File: src/rtl/alu_writeback_pkg.sv
// alu_writeback_pkg: shared destination and state types for the ALU commit stage
package alu_writeback_pkg;
  typedef enum logic [2:0] {DEST_NONE, DEST_A, DEST_B, DEST_MX, DEST_MY} wb_dest_t;
  typedef enum logic [1:0] {IDLE, MEM_WRITE, PTR_UPDATE, DONE} wb_state_t;
endpackage

File: src/rtl/alu_writeback_flag_register.sv
// alu_writeback_flag_register: C/Z/D/I storage, commit updates override direct writes
module alu_writeback_flag_register (
  input  logic       clk,
  input  logic       reset_n,
  input  logic       flag_we,
  input  logic [3:0] flag_wdata,
  input  logic       commit,
  input  logic       update_carry,
  input  logic       update_zero,
  input  logic       alu_carry,
  input  logic       alu_zero,
  output logic       flag_carry,
  output logic       flag_zero,
  output logic       flag_decimal,
  output logic       flag_interrupt
);
  always_ff @(posedge clk)
    if (!reset_n) begin
      flag_carry     <= 1'b0;
      flag_zero      <= 1'b0;
      flag_decimal   <= 1'b0;
      flag_interrupt <= 1'b0;
    end else begin
      flag_carry     <= (commit && update_carry) ? alu_carry : flag_we ? flag_wdata[0] : flag_carry;
      flag_zero      <= (commit && update_zero) ? alu_zero : flag_we ? flag_wdata[1] : flag_zero;
      flag_decimal   <= flag_we ? flag_wdata[2] : flag_decimal;
      flag_interrupt <= flag_we ? flag_wdata[3] : flag_interrupt;
    end
endmodule

File: src/rtl/alu_writeback.sv
// alu_writeback: commits ALU results to flags, A/B registers or memory with pointer post-increment
module alu_writeback
  import alu_writeback_pkg::*;
#(
  parameter int ADDR_W = 12
) (
  input  logic              clk,
  input  logic              reset_n,
  input  logic              clk_en,
  input  logic              start,
  input  logic [2:0]        dest,
  input  logic [3:0]        result,
  input  logic              alu_carry,
  input  logic              alu_zero,
  input  logic              update_carry,
  input  logic              update_zero,
  input  logic              ptr_inc,
  input  logic [ADDR_W-1:0] x_ptr,
  input  logic [ADDR_W-1:0] y_ptr,
  input  logic              flag_we,
  input  logic [3:0]        flag_wdata,
  output logic [3:0]        reg_a,
  output logic [3:0]        reg_b,
  output logic              flag_carry,
  output logic              flag_zero,
  output logic              flag_decimal,
  output logic              flag_interrupt,
  output logic [ADDR_W-1:0] mem_addr,
  output logic [3:0]        mem_wdata,
  output logic              mem_we,
  input  logic              mem_ack,
  output logic              ptr_update_x,
  output logic              ptr_update_y,
  output logic [ADDR_W-1:0] ptr_next,
  output logic              busy,
  output logic              done
);
  wb_state_t  state;
  logic [2:0] dest_q;
  logic       inc_q;
  logic       accept;
  logic       is_mem;
  assign accept = clk_en && start && state == IDLE;
  assign is_mem = dest == DEST_MX || dest == DEST_MY;
  assign busy   = state != IDLE;
  assign done   = state == DONE;
  alu_writeback_flag_register u_flags (
    .clk           (clk),
    .reset_n       (reset_n),
    .flag_we       (flag_we && clk_en),
    .flag_wdata    (flag_wdata),
    .commit        (accept),
    .update_carry  (update_carry),
    .update_zero   (update_zero),
    .alu_carry     (alu_carry),
    .alu_zero      (alu_zero),
    .flag_carry    (flag_carry),
    .flag_zero     (flag_zero),
    .flag_decimal  (flag_decimal),
    .flag_interrupt(flag_interrupt)
  );
  always_ff @(posedge clk)
    if (!reset_n) begin
      state        <= IDLE;
      dest_q       <= 3'd0;
      inc_q        <= 1'b0;
      reg_a        <= 4'd0;
      reg_b        <= 4'd0;
      mem_addr     <= '0;
      mem_wdata    <= 4'd0;
      mem_we       <= 1'b0;
      ptr_next     <= '0;
      ptr_update_x <= 1'b0;
      ptr_update_y <= 1'b0;
    end else begin
      ptr_update_x <= 1'b0;
      ptr_update_y <= 1'b0;
      case (state)
        IDLE: if (accept) begin
          dest_q <= dest;
          inc_q  <= ptr_inc;
          if (dest == DEST_A) reg_a <= result;
          if (dest == DEST_B) reg_b <= result;
          if (is_mem) begin
            mem_addr  <= dest == DEST_MX ? x_ptr : y_ptr;
            mem_wdata <= result;
            mem_we    <= 1'b1;
            state     <= MEM_WRITE;
          end else state <= DONE;
        end
        MEM_WRITE: if (mem_ack) begin
          mem_we <= 1'b0;
          if (inc_q) begin
            // mem_addr still holds the pointer used; only the low byte advances
            ptr_next     <= {mem_addr[ADDR_W-1:8], mem_addr[7:0] + 8'd1};
            ptr_update_x <= dest_q == DEST_MX;
            ptr_update_y <= dest_q == DEST_MY;
            state        <= PTR_UPDATE;
          end else state <= DONE;
        end
        PTR_UPDATE: state <= DONE;
        default:    state <= IDLE;
      endcase
    end
endmodule
File: config.mk
export PLATFORM = sky130hd
export DESIGN_NAME = alu_writeback
export DESIGN_NICKNAME = d
export VERILOG_FILES = /design/src/rtl/alu_writeback_pkg.sv /design/src/rtl/alu_writeback_flag_register.sv /design/src/rtl/alu_writeback.sv
export SDC_FILE = /design/constraint.sdc
export NUM_CORES = 1
export LEC_CHECK = 0
export CAP_MARGIN = 10
export CORE_ASPECT_RATIO = 1.25
export CORE_MARGIN = 2
export CORE_UTILIZATION = 30
export CTS_BUF_LIST = sky130_fd_sc_hd__clkbuf_16
export DETAILED_ROUTE_END_ITERATION = 10
export PLACE_DENSITY = 0.73
export REMOVE_ABC_BUFFERS = 1
export SLEW_MARGIN = 20
export SYNTH_ARGS = -nofsm -noshare
export SYNTH_HDL_FRONTEND = slang
export SYNTH_SLANG_ARGS = --single-unit
File: constraint.sdc
create_clock -name clk -period 1.76 [get_ports clk]
set_input_delay 0.352 -clock clk [delete_from_list [all_inputs] [get_ports clk]]
set_output_delay 0.352 -clock clk [all_outputs]
set_load 0.01 [all_outputs]
==> reports/results.tsv, run 1 <==
metric	value	unit
worst_slew_pin_slew	292.5	ps
report.final.slew_viol_count	0	
synth_top_flop_cell	sky130_fd_sc_hd__dfxtp_1	
yosysMostFrequentCell	sky130_fd_sc_hd__nand2_1	
drc	0	
final_antenna_net_count	0	
worstSetupEndpointType	output pin	
place.detailed.hpwl	4270	µm
gpl.final_weighted_congestion	0.7907	
p_leak	1.528	nW
floorplan.die_area	7950	µm²
slew_headroom	80.44	%
ctsHtreeMaxLevel	2	
number_of_buffers_inserted_by_post_cts_setup_repair	0	
number_of_enable_flip_flop_cells_after_synthesis	0	
postCtsHoldBufs	0	
rows	34	
worst_hold_path_type	in -> reg	
initial_antenna_violation_count	0	
vias_per_instance	4.721	
tritoncts	done	
cts_root_buf	sky130_fd_sc_hd__clkbuf_16	
yosys_warnings	0	
final_nets	403	
path_class	reg -> out	
clock-sinks	49	
powerDensity	891.5	nW/µm²
worst_clock_skew	8.088	ps
layout_area_overhead	61.22	%
cpMostUsedCell	sky130_fd_sc_hd__inv_1	
critPathArrivalTime	1350	ps
ports	91	
grt_max_degree	33	
worst_path_dominant_cell_family	buffers and inverters	
final.hold.worst_slack	418.5	ps
num_antenna_cells	0	
clkLatencyLatePin	290	ps
detail_route.iter0.violations	33	
die_ht	99.19	µm
drt_first_pass_iters	4	
chain_of_cells_forming_the_critical_path	inv_1 > ha_1 > buf_4 > inv_1 > clkdlybuf4s15_1	
grt_use_total	14.26	%
num_vias	2082	
crit_path_max_fanout	3	
grt.overflow.total	0	
synthesis.instances	247	
cts-root-to-sink-buffers	2	
grt_first_pass_wirelength	9073	µm
run_status	complete, no violations	
timing.critical_path.required	1410	ps
grt_setup_unrepaired	false	
synthesis.area	2175	µm²
post-layout-total-power	3.126	mW
first_global_vias	2018	
setup_viol	0	
critical_path.n_buffers_inverters	4	
async_flop_share	0	%
final_layout_size_suffix_gt1_share	9.972	%
period_minus_slack	1705	ps
numPortBuffers	90	
wire_per_inst	12.90	µm
timing.final.crit_share	96.85	%
synth_top_cells_by_area	sky130_fd_sc_hd__dfxtp_1 (45%), sky130_fd_sc_hd__nand2_1 (9.3%), sky130_fd_sc_hd__o211a_1 (6.9%), sky130_fd_sc_hd__mux2i_1 (6.0%), sky130_fd_sc_hd__nand3_1 (5.1%)	
peakVddDrop	0.0003656	V
synth_largest_type_area_fraction	45.11	%
crit_path_top_delay_cell	sky130_fd_sc_hd__dfxtp_1	
fmax	586.6	MHz
start_util	31.17	%
critical-path-max-stage-delay	360	ps
final_hold_viol_count	0	
wirelength	5687	µm
design.core.area	6977	µm²
cap_viol_max_count	0	
netlist_top_cells_count	sky130_fd_sc_hd__nand2_1 (54), sky130_fd_sc_hd__dfxtp_1 (49), sky130_fd_sc_hd__nand3_1 (22)	
synth.avg_cell_area	8.804	µm²
synth.largest_area_cell	sky130_fd_sc_hd__dfxtp_1	
cts_inserted_buffers	5	
yosys_register_bits	49	
start_kind	flop	
synth.distinct_cells	33	
synth_sequential_area_ratio	45.11	%
clk_pin_slew	60	ps
die_w	80.15	µm
## cell families after synthesis
logic type	after synthesis	synth area share (%)
AND/OR/NAND/NOR	96	20.66
AO/OA/AOI/OAI	58	18.53
flip-flops	49	45.11
buffers and inverters	19	3.682
multiplexers	13	5.984
adder cells (fa/ha/maj)	7	4.027
XOR/XNOR	5	2.014
## state kept, by name (all words and copies together), names as in the netlist, 2 cells and up
| register | flops |
|---|---|
| state | 2 |
| mem_wdata | 4 |
| reg_b | 4 |
| ptr_next | 12 |
| dest_q | 3 |
| mem_addr | 12 |
| reg_a | 4 |
## worst register-to-register path, cell delays in order, from the launching register on
cell and delay (ps):
sky130_fd_sc_hd__dfxtp_1 330, sky130_fd_sc_hd__inv_1 80, sky130_fd_sc_hd__ha_1 210, sky130_fd_sc_hd__nand3_2 120, sky130_fd_sc_hd__or4b_1 630, sky130_fd_sc_hd__nand3_1 140
sky130_fd_sc_hd__o21ai_1 70
## placed cells by master, fill, tap and decap left out, drive strengths merged, types with 2 or more instances in the layout
| cell | netlist | final |
|---|---|---|
| and2 | 2 | 2 |
| mux2i | 13 | 13 |
| nand3 | 23 | 23 |
| inv | 3 | 4 |
| o21ai | 20 | 20 |
| a21oi | 8 | 8 |
| clkbuf | 8 | 6 |
| a31oi | 2 | 2 |
| nor2b | 2 | 2 |
| a21boi | 11 | 11 |
| or4b | 2 | 2 |
| o211a | 15 | 15 |
| xor2 | 2 | 2 |
| nand3b | 2 | 2 |
| xnor2 | 3 | 3 |
| ha | 7 | 7 |
| nor3 | 2 | 2 |
| clkdlybuf4s50 | 0 | 86 |
| nor2 | 2 | 2 |
| nand2 | 54 | 54 |
| and3 | 2 | 2 |
| dfxtp | 49 | 49 |
| buf | 8 | 22 |
## repair_timing
action                     in CTS  in global routing
pin swaps                       0                  1
setup endpoints to repair       2                 20
hold endpoints to repair        0                  0
gates resized for setup         2                  5
gates cloned                    0                  1
## worst paths after layout
kind	start	endpoint	cells past startpoint	slack, ps
setup / recovery	state[1]	busy	5	60
hold / removal	dest[2]	dest_q[2]	3	420
setup reg to reg	state[1]	reg_b[3]	6	90
hold reg to reg	dest_q[2]	ptr_update_x	1	450
## metrics by stage
step / setup TNS [ps] / cells / utilization, % / cell area [µm²] / worst slack, ps
6_report: 0 / 441 / 50.25 / 3506 / 55.35
3_5_place_dp: -5401 / 432 / 47.26 / 3297 / -255.4
3_3_place_gp: -4696 / 432 / 47.26 / 3297 / -212.7
5_1_grt: 0 / 441 / 50.25 / 3506 / 7.497
4_1_cts: 0 / 440 / 49.64 / 3463 / 34.97
2_1_floorplan: -6679 / 231 / - / 2106 / -432.3
## report_power, final
| group | internal (mW) | switching, mW |
|---|---|---|
| Combinational | 0.453 | 0.357 |
| Sequential | 1.17 | 0.0487 |
| Clock | 0.673 | 0.419 |
## final cells by class
class                           instances  area (µm²)
Tap cell                               90       112.6
Sequential cell                        49       980.9
Timing Repair Buffer                  112        1105
Fill cell                             695        3471
Inverter                                3       11.26
Clock inverter                          3       43.79
Clock buffer                            5       125.1
Multi-Input combinational cell        179        1127
## routing by layer
metal	up-vias	track usage, %	share of wire [%]	wire [µm]
li1	1070	-	-	-
met1	944	16.32	43	2444
met2	59	24.81	50	2829
met3	9	4.628	5.8	329
met4	0	4.694	1.5	84
met5	-	0	0	0
Power figures use the tool's default switching activity.
==> run 2, diff against run 1 <==
GPL_TIMING_DRIVEN = 0   (was default)
==> reports/results.tsv, run 2 (synthesized netlist as in run 1, its figures left out) <==
metric	value	unit	change
run_status	complete, no violations		unchanged
worst_path_dominant_cell_family	buffers and inverters		unchanged
die_ht	99.19	µm	unchanged
final_hold_viol_count	0		unchanged
report.final.slew_viol_count	0		unchanged
start_util	31.17	%	unchanged
final_cell_mix	sky130_fd_sc_hd__clkdlybuf4s50_1 (86), sky130_fd_sc_hd__nand2_1 (54), sky130_fd_sc_hd__dfxtp_1 (47)		was sky130_fd_sc_hd__clkdlybuf4s50_1 (86), sky130_fd_sc_hd__nand2_1 (54), sky130_fd_sc_hd__dfxtp_1 (49)
slew_headroom	69.60	%	was 80.44%
period_minus_slack	1683	ps	was 1705 ps
gpl.final_weighted_congestion	0.7516		was 0.7907
drc	0		unchanged
clkLatencyLatePin	280	ps	was 290 ps
tritoncts	done		unchanged
rows	34		unchanged
p_leak	1.464	nW	was 1.528 nW
cap_viol_max_count	0		unchanged
dp_worst_setup_slack	-1376	ps	was -255.4 ps
powerDensity	839.9	nW/µm²	was 891.5 nW/µm²
grt_use_total	14.69	%	was 14.26%
fmax	594.1	MHz	was 586.6 MHz
crit_cells	2		was 5
setup_viol	0		unchanged
final_antenna_net_count	0		unchanged
clock-sinks	49		unchanged
place.detailed.hpwl	3844	µm	was 4270 µm
wire_per_inst	13.16	µm	was 12.90 µm
detail_route.iter0.violations	55		was 33
ctsHtreeMaxLevel	2		unchanged
layout_setup_ws	76.78	ps	was 55.35 ps
worst_slew_pin_slew	456.0	ps	was 292.5 ps
fin_area	3433	µm²	was 3506 µm²
worst_hold_path_type	in -> reg		unchanged
postCtsHoldBufs	0		unchanged
peakVddDrop	0.0003995	V	was 0.0003656 V
grt_setup_unrepaired	false		unchanged
chain_of_cells_forming_the_critical_path	ha_1 > clkdlybuf4s50_1		was inv_1 > ha_1 > buf_4 > inv_1 > clkdlybuf4s15_1
drt_first_pass_iters	4		unchanged
layout_area_overhead	57.88	%	was 61.22%
num_antenna_cells	0		unchanged
reg2reg_from	state[0]		was state[1]
setup.worst_path.start	state[1]		unchanged
cts-root-to-sink-buffers	2		unchanged
cts_inserted_buffers	5		unchanged
critical_path.n_buffers_inverters	1		was 4
dpl-instance-area	3149	µm²	was 3297 µm²
grt_first_pass_wirelength	9342	µm	was 9073 µm
first_global_vias	1976		was 2,018
die_w	80.15	µm	unchanged
r2r.worst_path.cells	6		unchanged
start_kind	flop		unchanged
critical_path.reg2reg.endpoint	reg_a[3]		was reg_b[3]
ports	91		unchanged
critical-path-max-stage-delay	530	ps	was 360 ps
cts_root_buf	sky130_fd_sc_hd__clkbuf_16		unchanged
final.hold.worst_slack	430.3	ps	was 418.5 ps
layout_commonest_cell	sky130_fd_sc_hd__clkdlybuf4s50_1		unchanged
num_vias	2045		was 2,082
grt.overflow.total	0		unchanged
path_class	reg -> out		unchanged
worst_clock_skew	5.961	ps	was 8.088 ps
timing.critical_path.required	1410	ps	about the same
critPathArrivalTime	1330	ps	was 1350 ps
worstSetupEndpointType	output pin		unchanged
crit_path_top_delay_cell	sky130_fd_sc_hd__clkdlybuf4s50_1		was sky130_fd_sc_hd__dfxtp_1
wirelength	5674	µm	was 5687 µm
numPortBuffers	90		unchanged
timing.final.crit_share	95.64	%	was 96.85%
design.core.area	6977	µm²	unchanged
layout_top_registers	mem_addr (12), ptr_next (12)		unchanged
initial_antenna_violation_count	0		unchanged
clk_pin_slew	60	ps	about the same
register_to_register_setup_slack	90	ps	about the same
vias_per_instance	4.745		was 4.721
crit_path_max_fanout	5		was 3
final_layout_size_suffix_gt1_share	8.504	%	was 9.972%
final_nets	393		was 403
critical_path.endpoint	done		was busy
grt_max_degree	35		was 33
post_route_setup_tns	0	ps	unchanged
floorplan.die_area	7950	µm²	unchanged
## run 2: how the worst min path moves through the flow
stage | start | endpoint | slack, ps | cells past startpoint
2_1_floorplan | dest_q[2] | ptr_update_x | 410 | 1
3_5_place_dp | dest_q[2] | ptr_update_x | 430 | 1
3_3_place_gp | dest_q[2] | ptr_update_x | 420 | 1
5_1_grt | dest[2] | dest_q[2] | 430 | 3
6_report | dest[2] | dest_q[2] | 430 | 3
4_1_cts | dest_q[2] | ptr_update_x | 440 | 1
## run 2: metrics by stage
step / cells / utilization (%) / total power, mW
after global placement: 411 / 44.71 / 1.890
after CTS: 428 / 48.83 / 2.904
after detailed placement: 412 / 45.14 / 1.913
after global routing: 431 / 49.21 / 3.053
final: 431 / 49.21 / 2.884
after floorplan: 231 / - / 1.595
## run 2: cell type report
| cell class | count | area, µm² |
|---|---|---|
| repair buffers | 101 | 1015 |
| inverters | 3 | 11.26 |
| clock buffers | 5 | 125.1 |
| clock inverters | 3 | 15.01 |
| multi-input cells | 180 | 1169 |
| well taps | 90 | 112.6 |
| fillers | 687 | 3543 |
| flip-flops and latches | 49 | 985.9 |
## run 2: routing by layer
metal | up-vias | GRT usage (%) | routed length [µm]
met1 | 924 | 18.45 | 2578
met4 | 0 | 3.651 | 51
met2 | 59 | 25.13 | 2742
li1 | 1058 | - | -
met5 | - | 0 | 0
met3 | 4 | 3.539 | 302
## run 2: tightest hold or removal path: stages
cell	delay, ps
sky130_fd_sc_hd__dlymetal6s2s_1	170
sky130_fd_sc_hd__nand2_1	70
sky130_fd_sc_hd__a21boi_0	60
## run 2: power breakdown
part | total (mW) | leakage (nW) | switching, mW | internal (mW)
sequential | 1.25 | 0.398 | 0.0683 | 1.18
clock | 0.908 | 0.0724 | 0.391 | 0.516
combinational | 0.723 | 0.993 | 0.337 | 0.387
total | 2.88 | 1.46 | 0.796 | 2.09
## run 2: repair_timing
item,4_1_cts,5_1_grt
gates cloned,1,0
pin swaps,2,2
setup buffers,7,3
gates resized for setup,13,3
setup endpoints to repair,28,26
==> run 3, diff against run 2 <==
clock period = 1.44 ns   (was 1.76 ns; I/O delays follow)
==> reports/results.tsv, run 3 (synthesized netlist as in run 1, its figures left out) <==
metric	value	unit	change
chain_of_cells_forming_the_critical_path	inv_4 > ha_4 > nand3_4 > or4b_4 > nand3_2 > o21ai_1		was ha_1 > clkdlybuf4s50_1
critical_path.n_buffers_inverters	1		unchanged
crit_path_max_fanout	8		was 5
final_layout_size_suffix_gt1_share	21.75	%	was 8.504%
first_global_vias	2063		was 1,976
reg2reg_from	state[0]		unchanged
r2r.worst_path.cells	6		unchanged
drt_first_pass_iters	4		unchanged
dp_worst_setup_slack	-1632	ps	was -1376 ps
utilization	52.31	%	was 49.21%
floorplan.die_area	7950	µm²	unchanged
layout_area_overhead	67.84	%	was 57.88%
grt_setup_unrepaired	true		was false
rows	34		unchanged
layout.cells.non_filler	444		was 431
clock-sinks	49		unchanged
num_vias	2131		was 2,045
critical_path.endpoint	reg_a[2]		was done
worstSetupEndpointType	flop		was output pin
report.final.slew_viol_count	0		unchanged
worst_hold_path_type	reg -> reg		was in -> reg
timing.final.crit_share	105.6	%	
ctsHtreeMaxLevel	2		unchanged
dpl-instance-area	3149	µm²	unchanged
worst_path_dominant_cell_family	simple AND/OR/NAND/NOR gates		was buffers and inverters
grt_first_pass_wirelength	9936	µm	was 9342 µm
post_route_setup_tns	-518.6	ps	was 0 ps
fin_area	3650	µm²	was 3433 µm²
num_antenna_cells	0		unchanged
grt.overflow.total	0		unchanged
crit_cells	6		was 2
cts_inserted_buffers	5		unchanged
ports	91		unchanged
cts-root-to-sink-buffers	2		unchanged
die_ht	99.19	µm	unchanged
final_antenna_net_count	0		unchanged
numPortBuffers	90		unchanged
grt_max_degree	35		unchanged
critPathArrivalTime	1690	ps	was 1330 ps
hold-path-cell-count	1		was 3
run_status	finished with violations		was complete, no violations
path_class	reg -> reg		was reg -> out
final_cell_mix	sky130_fd_sc_hd__nand2_1 (44), sky130_fd_sc_hd__dfxtp_1 (42), sky130_fd_sc_hd__dlygate4sd2_1 (41)		was sky130_fd_sc_hd__clkdlybuf4s50_1 (86), sky130_fd_sc_hd__nand2_1 (54), sky130_fd_sc_hd__dfxtp_1 (47)
critical-path-max-stage-delay	590	ps	was 530 ps
tritoncts	done		unchanged
drc	0		unchanged
worst_clock_skew	6.373	ps	was 5.961 ps
layout_setup_ws	-81.05	ps	was 76.78 ps
start_util	31.17	%	unchanged
dp.cells	412		unchanged
fmax	657.4	MHz	
clkLatencyLatePin	280	ps	about the same
worst_slew_pin_slew	456.9	ps	was 456.0 ps
clk_pin_slew	70	ps	was 60 ps
start_kind	flop		unchanged
final_hold_viol_count	0		unchanged
final_nets	406		was 393
place.detailed.hpwl	3844	µm	unchanged
design.core.area	6977	µm²	unchanged
initial_antenna_violation_count	0		unchanged
cap_viol_max_count	0		unchanged
final.hold.worst_slack	437.8	ps	was 430.3 ps
p_leak	1.826	nW	was 1.464 nW
grt_use_total	15.73	%	was 14.69%
slew_headroom	69.54	%	was 69.60%
wirelength	6428	µm	was 5674 µm
setup_viol	14		was 0
failed_checks	setup timing		
cts_root_buf	sky130_fd_sc_hd__clkbuf_16		unchanged
powerDensity	1055	nW/µm²	was 839.9 nW/µm²
detail_route.iter0.violations	55		unchanged
die_w	80.15	µm	unchanged
post-layout-total-power	3.851	mW	was 2.884 mW
gpl.final_weighted_congestion	0.7516		unchanged
vias_per_instance	4.800		was 4.745
critical_path.reg2reg.endpoint	reg_a[2]		was reg_a[3]
setup.worst_path.start	state[0]		was state[1]
timing.critical_path.required	1610	ps	was 1410 ps
peakVddDrop	0.0005179	V	was 0.0003995 V
register_to_register_setup_slack	-80	ps	was 90 ps
crit_path_top_delay_cell	sky130_fd_sc_hd__or4b_4		was sky130_fd_sc_hd__clkdlybuf4s50_1
layout_top_registers	mem_addr (12), ptr_next (12)		unchanged
layout_commonest_cell	sky130_fd_sc_hd__nand2_1		was sky130_fd_sc_hd__clkdlybuf4s50_1
period_minus_slack	1521	ps	
wire_per_inst	14.48	µm	was 13.16 µm
run 3: changes by cell type in the layout (fill, tap and decap cells not counted), sizes merged:
| cell | change |
|---|---|
| clkdlybuf4s50 | -46 |
| dlygate4sd2 | +39 |
| buf | +13 |
| dlymetal6s2s | +5 |
| and3 | +2 |
run 3: how the worst min path moves through the flow:
stage,from,end,slack (ps)
after floorplan,reset_n,ptr_next[0],410
after global placement,dest_q[2],ptr_update_x,420
after detailed placement,dest_q[2],ptr_update_x,430
after CTS,dest_q[2],ptr_update_x,440
after global routing,dest_q[2],ptr_update_x,470
final,dest_q[2],ptr_update_x,440
run 3: layout make-up:
type	instances	area [µm²]
Fill cell	669	3327
Multi-Input combinational cell	182	1309
Timing Repair Buffer	112	1077
Sequential cell	49	994.7
Clock buffer	5	125.1
Tap cell	90	112.6
Inverter	3	16.27
Clock inverter	3	15.01
run 3: per-layer routing:
layer / track usage, % / part of all wire, % / up-vias
met2: 27.37 / 51 / 59
met1: 19.45 / 43 / 989
met3: 3.448 / 5.3 / 6
met4: 4.172 / 0.95 / 0
met5: 0 / 0 / -
li1: - / - / 1077
run 3: timing repair:
item | 4_1_cts | 5_1_grt
endpoints found under the setup margin | 78 | 36
endpoints found under the hold margin | 0 | 0
setup buffers | 19 | 3
pin swaps | 12 | 8
cloned | 2 | 2
resized for setup | 91 | 25
hold buffers | 0 | 0
run 3: where the power goes:
part / switching [mW] / internal (mW) / leakage, nW
registers: 0.0764 / 1.45 / 0.400
logic: 0.548 / 0.651 / 1.35
clock network: 0.490 / 0.632 / 0.0724
run 3: worst reg2reg max path, cell delays in order (launching register included):
cell	delay, ps
sky130_fd_sc_hd__dfxtp_4	360
sky130_fd_sc_hd__inv_4	60
sky130_fd_sc_hd__ha_4	140
sky130_fd_sc_hd__nand3_4	100
sky130_fd_sc_hd__or4b_4	590
sky130_fd_sc_hd__nand3_2	110
sky130_fd_sc_hd__o21ai_1	60
